===== src/rtl/uart_tx_byte_serializer.sv =====
// uart_tx_byte_serializer: byte FIFO feeding an async UART frame serializer.
// Frame: start, 8 data bits LSB-first, optional even parity, 1 or 2 stops.
//
// Ports:
//   clk          system clock
//   rst_n        asynchronous active-low reset
//   wr_data      byte to queue, valid with wr_stb
//   wr_stb       write attempt on each sampling edge
//   wr_ready     FIFO not full (upstream pacing)
//   tx           serial line, idles high
//   tx_busy      a frame is on the line
//   fifo_empty   FIFO holds no bytes
//   fifo_full    FIFO holds FIFO_DEPTH bytes
//   overflow     sticky: a write hit a full FIFO
//   clr_overflow synchronous clear of overflow

module uart_tx_byte_serializer #(
   parameter int CLK_PER_BIT = 13021,
   parameter int FIFO_DEPTH  = 4,
   parameter int PARITY_EN   = 0,
   parameter int STOP_BITS   = 1
) (
   input  logic       clk,
   input  logic       rst_n,
   input  logic [7:0] wr_data,
   input  logic       wr_stb,
   output logic       wr_ready,
   output logic       tx,
   output logic       tx_busy,
   output logic       fifo_empty,
   output logic       fifo_full,
   output logic       overflow,
   input  logic       clr_overflow
);

   localparam int AW = (FIFO_DEPTH > 1) ? $clog2(FIFO_DEPTH) : 1;
   localparam int CW = AW + 1;
   localparam int BW = (CLK_PER_BIT > 1) ? $clog2(CLK_PER_BIT) : 1;

   localparam logic [BW-1:0] BAUD_LAST = BW'(CLK_PER_BIT - 1);
   localparam logic [CW-1:0] CNT_FULL  = CW'(FIFO_DEPTH);
   localparam logic          STOP_LAST = (STOP_BITS == 2);

   typedef enum logic [2:0] {
      IDLE,
      START,
      DATA,
      PARITY,
      STOP
   } state_t;

   state_t         state;
   logic [7:0]     mem [FIFO_DEPTH];
   logic [AW-1:0]  wr_ptr;
   logic [AW-1:0]  rd_ptr;
   logic [CW-1:0]  count;
   logic [BW-1:0]  baud_cnt;
   logic [2:0]     bit_cnt;
   logic           stop_cnt;
   logic [7:0]     shift;
   logic           par;

   logic           push;
   logic           pop;
   logic           baud_wrap;
   logic           last_stop;
   logic [7:0]     head;

   assign fifo_full  = (count == CNT_FULL);
   assign fifo_empty = (count == '0);
   assign wr_ready   = !fifo_full;

   assign push      = wr_stb && !fifo_full;
   assign baud_wrap = (baud_cnt == BAUD_LAST);
   assign last_stop = (stop_cnt == STOP_LAST);
   assign head      = mem[rd_ptr];

   // The FSM takes the head byte either from IDLE or at the very edge
   // that closes the last stop bit, so back-to-back frames have no gap.
   assign pop = !fifo_empty &&
                ((state == IDLE) ||
                 ((state == STOP) && baud_wrap && last_stop));

   // Byte storage: no reset needed, validity is tracked by count.
   always_ff @(posedge clk) begin
      if (push) begin
         mem[wr_ptr] <= wr_data;
      end
   end

   always_ff @(posedge clk or negedge rst_n) begin
      if (!rst_n) begin
         wr_ptr   <= '0;
         rd_ptr   <= '0;
         count    <= '0;
         overflow <= 1'b0;
      end else begin
         if (push) begin
            wr_ptr <= wr_ptr + AW'(1);
         end
         if (pop) begin
            rd_ptr <= rd_ptr + AW'(1);
         end
         case ({push, pop})
            2'b10:   count <= count + CW'(1);
            2'b01:   count <= count - CW'(1);
            default: count <= count;
         endcase
         // A dropped write beats a same-cycle clear.
         if (wr_stb && fifo_full) begin
            overflow <= 1'b1;
         end else if (clr_overflow) begin
            overflow <= 1'b0;
         end
      end
   end

   always_ff @(posedge clk or negedge rst_n) begin
      if (!rst_n) begin
         state    <= IDLE;
         tx       <= 1'b1;
         tx_busy  <= 1'b0;
         baud_cnt <= '0;
         bit_cnt  <= '0;
         stop_cnt <= 1'b0;
         shift    <= '0;
         par      <= 1'b0;
      end else begin
         unique case (state)
            IDLE: begin
               tx <= 1'b1;
               if (pop) begin
                  shift    <= head;
                  par      <= 1'b0;
                  tx       <= 1'b0;
                  tx_busy  <= 1'b1;
                  baud_cnt <= '0;
                  state    <= START;
               end
            end

            START: begin
               if (baud_wrap) begin
                  baud_cnt <= '0;
                  bit_cnt  <= '0;
                  tx       <= shift[0];
                  state    <= DATA;
               end else begin
                  baud_cnt <= baud_cnt + BW'(1);
               end
            end

            DATA: begin
               if (baud_wrap) begin
                  baud_cnt <= '0;
                  shift    <= {1'b0, shift[7:1]};
                  par      <= par ^ shift[0];
                  if (bit_cnt == 3'd7) begin
                     if (PARITY_EN != 0) begin
                        tx    <= par ^ shift[0];
                        state <= PARITY;
                     end else begin
                        tx       <= 1'b1;
                        stop_cnt <= 1'b0;
                        state    <= STOP;
                     end
                  end else begin
                     bit_cnt <= bit_cnt + 3'd1;
                     tx      <= shift[1];
                  end
               end else begin
                  baud_cnt <= baud_cnt + BW'(1);
               end
            end

            PARITY: begin
               if (baud_wrap) begin
                  baud_cnt <= '0;
                  tx       <= 1'b1;
                  stop_cnt <= 1'b0;
                  state    <= STOP;
               end else begin
                  baud_cnt <= baud_cnt + BW'(1);
               end
            end

            STOP: begin
               if (baud_wrap) begin
                  baud_cnt <= '0;
                  if (last_stop) begin
                     if (pop) begin
                        shift <= head;
                        par   <= 1'b0;
                        tx    <= 1'b0;
                        state <= START;
                     end else begin
                        tx      <= 1'b1;
                        tx_busy <= 1'b0;
                        state   <= IDLE;
                     end
                  end else begin
                     stop_cnt <= 1'b1;
                  end
               end else begin
                  baud_cnt <= baud_cnt + BW'(1);
               end
            end

            default: begin
               tx      <= 1'b1;
               tx_busy <= 1'b0;
               state   <= IDLE;
            end
         endcase
      end
   end

endmodule


===== config.mk =====
export PLATFORM = sky130hd
export DESIGN_NAME = uart_tx_byte_serializer
export DESIGN_NICKNAME = d
export VERILOG_FILES = /design/src/rtl/uart_tx_byte_serializer.sv
export SDC_FILE = /design/constraint.sdc
export NUM_CORES = 1
export LEC_CHECK = 0
export CAP_MARGIN = 15
export CORE_ASPECT_RATIO = 1.1
export CORE_MARGIN = 3
export CORE_UTILIZATION = 56
export DETAILED_ROUTE_END_ITERATION = 16
export PLACE_DENSITY = 0.83
export REMOVE_ABC_BUFFERS = 1
export SLEW_MARGIN = 20
export SYNTH_ARGS = -nofsm -noshare
export SYNTH_HDL_FRONTEND = slang
export SYNTH_SLANG_ARGS = --single-unit
export TNS_END_PERCENT = 1

===== constraint.sdc =====
create_clock -name clk -period 3.25 [get_ports clk]
set_clock_uncertainty 0.2 [all_clocks]
set_input_delay 0.65 -clock clk [delete_from_list [all_inputs] [get_ports clk]]
set_output_delay 0.65 -clock clk [all_outputs]
set_load 0.005 [all_outputs]

==> flow_summary.json <==
{
  "synth.most_common_cell": "dfrtp_1",
  "fill_cells": 421,
  "reg2regPathDepth": 11,
  "avgSynthCellArea_um2": 12.4,
  "synth.distinct_cells": 51,
  "core_mm2": 0.00561,
  "setup_tns_ns": 0,
  "cts_made_buffers": 9,
  "htree_levels": 3,
  "yosys-top-cells-count": "dfrtp_1 (37), edfxtp_1 (32), inv_1 (27)",
  "synth_ff_type": "dfrtp_1",
  "synth_top_area_share_pct": 28.6,
  "worstSetupStartpointType": "flop",
  "slew_viol_final": 0,
  "synth_seq_cells": 70,
  "maxCapViolations": 0,
  "ctsRootBufferMaster": "clkbuf_8",
  "cts_sinks": 70,
  "die-area_mm2": 0.00697,
  "grt_pass1_wl_mm": 10.7,
  "ir_drop_v": 0.000525,
  "postCtsSetupBuffers": 0,
  "start_util_pct": 60.0,
  "grt_pass1_vias": 2131,
  "overflow": 0,
  "slew-limit-headroom_pct": 43.9,
  "status": "finished, final reports clean",
  "dp.cells": 353,
  "worstReg2RegEnd": "count[2]",
  "via_count": 2276,
  "drc": 0,
  "yosys-top-cells-area": "edfxtp_1 (29%), dfrtp_1 (28%), mux4_2 (5.4%)",
  "leakage_nw": 1.52,
  "antenna_found_initial": 0,
  "setup_viol": 0,
  "design_area_mm2": 0.00375,
  "ant_nets": 0,
  "viasPerCell": 6.17,
  "die_h_um": 87.3,
  "dp_hpwl_mm": 4.29,
  "pin_count": 18,
  "yosysWarnings": 0,
  "powerDensity_mw_per_mm2": 768,
  "dpl_cell_area_mm2": 0.00357,
  "async_flop_share_pct": 54.3,
  "criticalPathCategory": "flop to primary output",
  "nets": 311,
  "first_pass_iters": 5,
  "syn_inst": 270,
  "rsz0062_at_grt": "false",
  "crit_required_ns": 2.40,
  "die_w_um": 79.9,
  "drive_above_1_share_pct": 13.3,
  "drt-total-wl_mm": 6.31,
  "netlist_area_mm2": 0.00336,
  "synthToLayoutAreaGrowth_pct": 11.7,
  "drt_iter0_drc": 194,
  "yosysSeqAreaShare_pct": 56.9,
  "wl_per_cell_um": 17.1,
  "cp-end-kind": "primary output",
  "cts.clk_slew.worst_paths_ns": 0.08,
  "r2r_slack_ns": 0.58,
  "cts_resized": 0,
  "yosys.area.top_type": "edfxtp_1",
  "cts_tree": "done",
  "utilization_pct": 66.9,
  "fmax_mhz": 364,
  "hold_class": "input port to async pin",
  "synth_edf_count": 32,
  "n_antenna_cell": 0,
  "num_rows": 28,
  "stdcell_count": 369,
  "clockBufferDepth": 2,
  "holdBufCountCts": 0,
  "hold_slack_ns": 0.192,
  "grt_max_degree": 39,
  "cp.arrival_ns": 1.90,
  "io_buffer_count": 17,
  "timing_hold_violations_final": 0,
  "fin_crit_sh_pct": 84.6,
  "worstSkewPairLatency_ns": 0.35,
  "fin_crit_ns": 2.75,
  "worstMarginPinSlew_ns": 0.842,
  "critPathMaxFanout": 4,
  "r2r-start": "baud_cnt[0]",
  "routabilityCongestion": 0.815,
  "track_usage_pct": 20.4
}
[sequential cells by signal, indices dropped and copies added, names as in the netlist]
name      flops
baud_cnt     14
bit_cnt       3
count         3
mem          32
overflow      1
rd_ptr        2
shift         8
state         3
tx            1
tx_busy       1
wr_ptr        2
[critical path, cell delays in order (launching register included)]
cell and delay (ns):
dfrtp_1 0.42, or3_1 0.49, inv_1 0.14, clkdlybuf4s50_1 0.51
[worst max-delay path by stage]
stage	end	slack, ns	from	cells past startpoint
final	fifo_empty	0.50	count[1]	3
after detailed placement	count[2]	0.54	wr_stb	9
after CTS	fifo_empty	0.50	count[1]	3
after global placement	count[2]	0.62	wr_stb	9
after floorplan	count[2]	0.58	baud_cnt[0]	11
after global routing	count[2]	0.35	state[0]	9
[layer usage]
| metal | up-vias | GRT usage [%] | wire length, µm | share of wire (%) |
|---|---|---|---|---|
| li1 | 1061 | - | - | - |
| met1 | 1146 | 28.5 | 2830 | 45 |
| met2 | 59 | 31.1 | 3060 | 48 |
| met3 | 10 | 5.90 | 337 | 5.3 |
| met4 | 0 | 6.61 | 87 | 1.4 |
| met5 | - | 0 | 0 | 0 |
[per-stage QoR]
step	worst slack [ns]	total power, mW
2_1_floorplan	0.578	1.95
3_3_place_gp	0.625	2.19
3_5_place_dp	0.537	2.24
4_1_cts	0.500	2.89
5_1_grt	0.350	3.08
6_report	0.501	2.88
[report_power, final]
part | leakage, nW | total, mW | switching (mW) | internal, mW
clock | 0.0888 | 0.655 | 0.364 | 0.291
sequential | 0.752 | 1.38 | 0.212 | 1.17
combinational | 0.675 | 0.843 | 0.429 | 0.415
[cells by family after synthesis]
family,share of synthesized area (%)
DFF,56.9
and+or+nand+nor,10.6
AOI/OAI and AO/OA,13.2
buffers and inverters,5.14
muxes,8.23
adders and majority gates,4.28
xor gates and xnor gates,1.56
[layout make-up]
type	instances	area [µm²]	share of cell area, %
multi-input combinational	161	1270	34.0
clock inverter	7	61.3	1.63
inverter	28	105	2.80
tap	75	93.8	2.50
timing repair buffer	19	180	4.80
clock buffer	9	124	3.30
sequential	70	1910	51.0
[cells in the final DEF (no fill, tap or decap), types with 4 or more instances in the layout]
cell type	n
nor2_1	13
mux2_2	5
ha_1	9
and2_1	7
inv_1	27
mux4_2	8
clkbuf_8	9
a32oi_1	7
a31oi_1	8
edfxtp_1	32
clkdlybuf4s50_1	16
nand3_1	10
nand2_1	13
and3_1	8
o21ai_0	7
mux2i_1	4
dfrtp_1	37
a21oi_1	8
o32ai_1	7
Note: power is estimated with default switching activity, not from simulation.
